**src/rtl/pulse_period_meter_pkg.sv**
```systemverilog
// Shared types for the pulse period meter: measurement state encoding.
package pulse_period_meter_pkg;

  typedef enum logic {
    ST_IDLE    = 1'b0,
    ST_MEASURE = 1'b1
  } state_e;

endpackage

```
**src/rtl/pulse_period_meter_if.sv**
```systemverilog
// Control, pulse input, result handshake and flag signals of the period meter.
interface pulse_period_meter_if #(parameter int WIDTH = 32);

  logic             enable;
  logic             in_pulse;
  logic             clear_flags;
  logic             period_ready;
  logic [WIDTH-1:0] period_out;
  logic             period_valid;
  logic             timeout;
  logic             overrun;

  modport master (
    output enable, in_pulse, clear_flags, period_ready,
    input  period_out, period_valid, timeout, overrun
  );

  modport slave (
    input  enable, in_pulse, clear_flags, period_ready,
    output period_out, period_valid, timeout, overrun
  );

endinterface

```
**src/rtl/pulse_period_meter_rising_edge_detect.sv**
```systemverilog
// One-flop rising edge detector; the flop resets low so a high input right after reset is an edge.
module rising_edge_detect (
  input  logic clock,
  input  logic reset,
  input  logic in_i,
  output logic pulse_o
);

  logic in_q;

  always_ff @(posedge clock or posedge reset) begin
    if (reset) begin
      in_q <= 1'b0;
    end else begin
      in_q <= in_i;
    end
  end

  assign pulse_o = in_i & ~in_q;

endmodule

```
**src/rtl/pulse_period_meter.sv**
```systemverilog
// Counts clock cycles between rising edges of in_pulse and presents each interval on a
// valid/ready output, with a one-cycle timeout pulse and a sticky overrun flag.
module pulse_period_meter
  import pulse_period_meter_pkg::*;
#(
  parameter int WIDTH = 32
) (
  input  logic                 clock,
  input  logic                 reset,
  pulse_period_meter_if.slave  bus
);

  localparam logic [WIDTH-1:0] CNT_MAX = '1;
  localparam logic [WIDTH-1:0] CNT_ONE = WIDTH'(1);

  state_e           state_q, state_d;
  logic [WIDTH-1:0] count_q, count_d;
  logic [WIDTH-1:0] period_q, period_d;
  logic             valid_q, valid_d;
  logic             timeout_q, timeout_d;
  logic             overrun_q, overrun_d;
  logic             pulse_edge;
  logic             result_vld;

  rising_edge_detect u_edge (
    .clock   (clock),
    .reset   (reset),
    .in_i    (bus.in_pulse),
    .pulse_o (pulse_edge)
  );

  always_comb begin
    state_d    = state_q;
    count_d    = count_q;
    result_vld = 1'b0;
    timeout_d  = 1'b0;
    if (!bus.enable) begin
      state_d = ST_IDLE;
      count_d = '0;
    end else begin
      case (state_q)
        ST_IDLE: begin
          if (pulse_edge) begin
            count_d = CNT_ONE;
            state_d = ST_MEASURE;
          end
        end
        ST_MEASURE: begin
          if (pulse_edge) begin
            result_vld = 1'b1;
            count_d    = CNT_ONE;
          end else if (count_q == CNT_MAX) begin
            // Saturated with no edge: abandon the interval rather than report a wrapped value.
            timeout_d = 1'b1;
            count_d   = '0;
            state_d   = ST_IDLE;
          end else begin
            count_d = count_q + CNT_ONE;
          end
        end
        default: state_d = ST_IDLE;
      endcase
    end
  end

  always_comb begin
    period_d  = period_q;
    valid_d   = valid_q;
    overrun_d = overrun_q;
    if (bus.clear_flags) begin
      overrun_d = 1'b0;
    end
    // A drop in the same cycle as clear_flags leaves overrun set.
    if (result_vld) begin
      if (!valid_q || bus.period_ready) begin
        period_d = count_q;
        valid_d  = 1'b1;
      end else begin
        overrun_d = 1'b1;
      end
    end else if (valid_q && bus.period_ready) begin
      valid_d = 1'b0;
    end
  end

  always_ff @(posedge clock or posedge reset) begin
    if (reset) begin
      state_q   <= ST_IDLE;
      count_q   <= '0;
      period_q  <= '0;
      valid_q   <= 1'b0;
      timeout_q <= 1'b0;
      overrun_q <= 1'b0;
    end else begin
      state_q   <= state_d;
      count_q   <= count_d;
      period_q  <= period_d;
      valid_q   <= valid_d;
      timeout_q <= timeout_d;
      overrun_q <= overrun_d;
    end
  end

  assign bus.period_out   = period_q;
  assign bus.period_valid = valid_q;
  assign bus.timeout      = timeout_q;
  assign bus.overrun      = overrun_q;

endmodule

```
**src/flat_wrapper.sv**
```systemverilog
// flat-port wrapper written by rule: the top's interface ports become plain ports
module pulse_period_meter_flat import pulse_period_meter_pkg::*;
#(
  parameter int WIDTH = 32
)
  (clock, reset, bus_enable, bus_in_pulse, bus_clear_flags, bus_period_ready, bus_period_out, bus_period_valid, bus_timeout, bus_overrun);
  pulse_period_meter_if #(.WIDTH(WIDTH)) bus_i ();
  input  logic clock;
  input  logic reset;
  input wire logic [$bits(bus_i.enable)-1:0] bus_enable;
  input wire logic [$bits(bus_i.in_pulse)-1:0] bus_in_pulse;
  input wire logic [$bits(bus_i.clear_flags)-1:0] bus_clear_flags;
  input wire logic [$bits(bus_i.period_ready)-1:0] bus_period_ready;
  output wire logic [$bits(bus_i.period_out)-1:0] bus_period_out;
  output wire logic [$bits(bus_i.period_valid)-1:0] bus_period_valid;
  output wire logic [$bits(bus_i.timeout)-1:0] bus_timeout;
  output wire logic [$bits(bus_i.overrun)-1:0] bus_overrun;
  assign bus_i.enable = bus_enable;
  assign bus_i.in_pulse = bus_in_pulse;
  assign bus_i.clear_flags = bus_clear_flags;
  assign bus_i.period_ready = bus_period_ready;
  assign bus_period_out = bus_i.period_out;
  assign bus_period_valid = bus_i.period_valid;
  assign bus_timeout = bus_i.timeout;
  assign bus_overrun = bus_i.overrun;
  pulse_period_meter #(.WIDTH(WIDTH)) u_core (.clock(clock), .reset(reset), .bus(bus_i));
endmodule
```
**config.mk**
```make
export PLATFORM = sky130hd
export DESIGN_NAME = pulse_period_meter_flat
export DESIGN_NICKNAME = d
export VERILOG_FILES = /design/src/rtl/pulse_period_meter_pkg.sv /design/src/rtl/pulse_period_meter_if.sv /design/src/rtl/pulse_period_meter_rising_edge_detect.sv /design/src/rtl/pulse_period_meter.sv /design/src/flat_wrapper.sv
export SDC_FILE = /design/constraint.sdc
export NUM_CORES = 1
export LEC_CHECK = 0
export CAP_MARGIN = 5
export CORE_ASPECT_RATIO = 1.25
export CORE_MARGIN = 2
export CORE_UTILIZATION = 40
export CTS_BUF_LIST = sky130_fd_sc_hd__clkbuf_8
export DETAILED_ROUTE_END_ITERATION = 16
export DONT_BUFFER_PORTS = 1
export HOLD_SLACK_MARGIN = 0.02
export MAX_ROUTING_LAYER = met4
export SKIP_LAST_GASP = 1
export SLEW_MARGIN = 20
export SYNTH_ARGS = -nofsm -noshare
export SYNTH_HDL_FRONTEND = slang
export SYNTH_SLANG_ARGS = --single-unit
```
**constraint.sdc**
```tcl
create_clock -name clock -period 2.7 [get_ports clock]
set_input_delay 0 -clock clock [delete_from_list [all_inputs] [get_ports clock]]
set_output_delay 0 -clock clock [all_outputs]
set_load 0.01 [all_outputs]
```
==> impl_metrics.py <==
metrics = {
    "flow_run": {
        "cap_violations": 0,
    },
    "pwr": {
        "peakVddDrop_mv": 0.333,
        "power_density_nw_per_um2": 516,
        "leakage_nw": 1.63,
        "power_mw": 1.85,
    },
    "worst_setup_path": {
        "critPathRequiredTime_ns": 2.97,
        "r2r_slack_ns": 0.66,
        "start_kind": "flop",
        "r2r-start": "u_core.count_q[0]$_DFFE_PP0P_",
        "arrival_ns": 2.31,
        "critical_path_class": "reg2reg",
        "reg2reg_to": "u_core.count_q[21]$_DFFE_PP0P_",
        "crit_path_start": "u_core.count_q[0]$_DFFE_PP0P_",
        "cp_max_fo": 6,
        "ff2ff_path_depth": 7,
        "setup.worst_path.end_class": "flop",
    },
    "cts": {
        "cts_made_buffers": 9,
        "cts_resized": 0,
        "root_buffer": "clkbuf_8",
        "cts_tree": "done",
        "path_clk_slew_ns": 0.07,
        "clk_latency_ns": 0.35,
        "ctsHoldBuffers": 6,
        "htreeDepth": 3,
        "cts_max_path_buffers": 2,
        "clock-sinks": 69,
        "cts_setup_buffers": 0,
    },
    "synth": {
        "yosysTopAreaCell": "dfrtp_1",
        "yosys-top-cells-count": "dfrtp_1, mux2_2, nand2_1",
        "synth_top_cell_area_share": 0.530,
        "yosysSeqAreaShare": 0.530,
        "synth.most_common_cell": "dfrtp_1",
        "synth.area.top_cells": "dfrtp_1, mux2_2, nand2_1, nor2_1, nand3_1",
        "ys_warn_count": 0,
        "synth_edf_count": 0,
        "yosysUniqueCellTypes": 44,
        "synthArstFlopShare": 1.00,
        "ys_ff_latch": 69,
        "synth_area_um2": 3260,
        "ys.flop_type": "dfrtp_1",
        "synthesis.nets": 301,
        "syn_inst": 294,
        "avgSynthCellArea_um2": 11.1,
    },
    "min_path": {
        "min_to": "u_core.count_q[26]$_DFFE_PP0P_",
        "hold_path.class": "in2reg",
        "holdCritStartpoint": "bus_enable",
        "whs_path_depth": 2,
    },
    "global_route": {
        "use_met3": 0.0427,
        "grt_use_total": 0.174,
        "grt_pass1_vias": 2296,
        "grt_busiest_layer": "met2",
        "grt_first_pass_wirelength_um": 11700,
        "grt_max_degree": 37,
        "overflow": 0,
        "antenna_found_initial": 0,
        "use_met2": 0.265,
        "grtUsageMet1": 0.221,
    },
    "sta": {
        "slew-limit-headroom": 0.467,
        "hold_viol": 0,
        "setup_ws_ns": 0.656,
        "setup_tns_ns": 0,
        "worstMarginPinSlew_ns": 0.798,
        "timing.final.crit_period_ns": 2.04,
        "setup_viol": 0,
        "max_freq_ghz": 0.489,
        "worst_clock_skew_ns": 0.00848,
        "fin_crit_sh": 0.757,
        "report.final.slew_viol_count": 0,
        "rsz0062_at_grt": "false",
    },
    "routing": {
        "vias_per_cell": 5.63,
        "detail-route-antenna-nets": 0,
        "avgRoutedWirePerCell_um": 17.5,
        "drc": 0,
        "routed_wl_um": 7060,
        "vias": 2275,
        "dr.pass1.iters": 4,
        "drt_iter0_drc": 202,
    },
    "floorplanning": {
        "start_util": 0.416,
        "die_y_um": 105,
        "die_area_um2": 8890,
        "rows": 36,
        "io-pin-count": 41,
        "core_um2": 7840,
        "die_width_um": 84.7,
    },
    "placed_design": {
        "dp_slack_ns": 0.649,
        "globalplace.congestion": 0.833,
        "place_area_um2": 3370,
        "place_hpwl_um": 4810,
        "io_buffers": 0,
        "dp_cells": 383,
    },
    "final_layout": {
        "fillCellCount": 753,
        "diodes": 0,
        "seq_area_um2": 1730,
        "layout.cells.non_filler": 404,
        "fin_nets": 312,
        "syn_to_final_growth_pct": 10.1,
        "layout-drive-gt1-share": 0.197,
        "stdcell_area_um2": 3590,
        "multi_input_area_um2": 1440,
    },
    "status": {
        "outcome": "finished, final reports clean",
    },
}
## worst max-delay path by stage
stage               slack (ns)                              to
finish                    0.66  u_core.count_q[21]$_DFFE_PP0P_
detailed placement        0.65  u_core.count_q[30]$_DFFE_PP0P_
global route              0.53  u_core.count_q[30]$_DFFE_PP0P_
CTS                       0.64  u_core.count_q[21]$_DFFE_PP0P_
floorplan                 0.84  u_core.count_q[25]$_DFFE_PP0P_
global placement          0.70  u_core.count_q[25]$_DFFE_PP0P_
## flip-flops by register name, summed over array words and instances, names as in the netlist
| signal | cells |
|---|---|
| u_core.bus.overrun | 1 |
| u_core.bus.period_out | 32 |
| u_core.bus.period_valid | 1 |
| u_core.bus.timeout | 1 |
| u_core.count_q | 32 |
| u_core.state_q | 1 |
| u_core.u_edge.in_q | 1 |
## layout make-up
| type | instances | area share |
|---|---|---|
| flip-flops and latches | 69 | 0.481 |
| well taps | 95 | 0.0331 |
| inverters | 10 | 0.0105 |
| multi-input cells | 204 | 0.400 |
| clock buffers | 10 | 0.0383 |
| clock inverters | 5 | 0.00593 |
| repair buffers | 11 | 0.0307 |
## critical path, cell delays in order (launching register included)
cell and delay, ns:
dfrtp_1 0.42, ha_1 0.25, and4_4 0.22, and4_4 0.19
a41oi_1 0.45, buf_4 0.24, nand3_1 0.07, mux2i_1 0.13
## routing by layer
layer	vias to the layer above	routed length [um]
met3	13	267
met2	46	3390
met4	0	176
met1	1136	3220
li1	1080	-
met5	-	0
## cell families (layout without fill, tap and decap cells)
family / count (synthesis) / after routing / share of synthesized area
xor gates and xnor gates: 14 / 14 / 0.0376
buffers and inverters: 21 / 36 / 0.0299
DFF: 69 / 69 / 0.530
AOI/OAI and AO/OA: 34 / 34 / 0.0710
muxes: 35 / 35 / 0.120
and+or+nand+nor: 120 / 120 / 0.208
adders and majority gates: 1 / 1 / 0.00384
## report_power, final
part           total (mW)  internal (mW)  switching, mW
combinational      0.0854         0.0269         0.0585
clock               0.710          0.340          0.370
sequential           1.06           1.04         0.0132
total                1.85           1.41          0.441
## stage by stage
| stage | hold slack (ns) | util |
|---|---|---|
| 2_1_floorplan | 0.0314 | - |
| 3_3_place_gp | 0.0317 | 0.430 |
| 3_5_place_dp | 0.0317 | 0.430 |
| 4_1_cts | 0.127 | 0.458 |
| 5_1_grt | 0.158 | 0.458 |
| 6_report | 0.143 | 0.458 |
## layout by cell type, fill, tap and decap left out, types with 2 or more instances in the layout
| master | Yosys | routed |
|---|---|---|
| a21oi_1 | 5 | 5 |
| a22o_1 | 2 | 2 |
| and2_1 | 2 | 2 |
| and3_1 | 5 | 5 |
| and4_1 | 6 | 6 |
| and4_4 | 4 | 4 |
| buf_4 | 1 | 4 |
| clkbuf_8 | 0 | 10 |
| clkinv_2 | 0 | 2 |
| dfrtp_1 | 69 | 69 |
| dlygate4sd3_1 | 0 | 6 |
| inv_1 | 9 | 11 |
| mux2_2 | 31 | 31 |
| mux2i_1 | 3 | 3 |
| nand2_1 | 27 | 27 |
| nand2b_1 | 2 | 2 |
| nand3_1 | 16 | 16 |
| nand4_1 | 12 | 12 |
| nor2_1 | 24 | 24 |
| nor3_1 | 7 | 7 |
| nor4_4 | 2 | 2 |
| o211ai_1 | 3 | 3 |
| o21ai_0 | 9 | 9 |
| o21ai_1 | 3 | 3 |
| o31ai_1 | 4 | 4 |
| or3_1 | 6 | 6 |
| or4_1 | 2 | 2 |
| xnor2_1 | 6 | 6 |
| xor2_1 | 8 | 8 |
No activity file was read; power rests on OpenSTA's default activity.
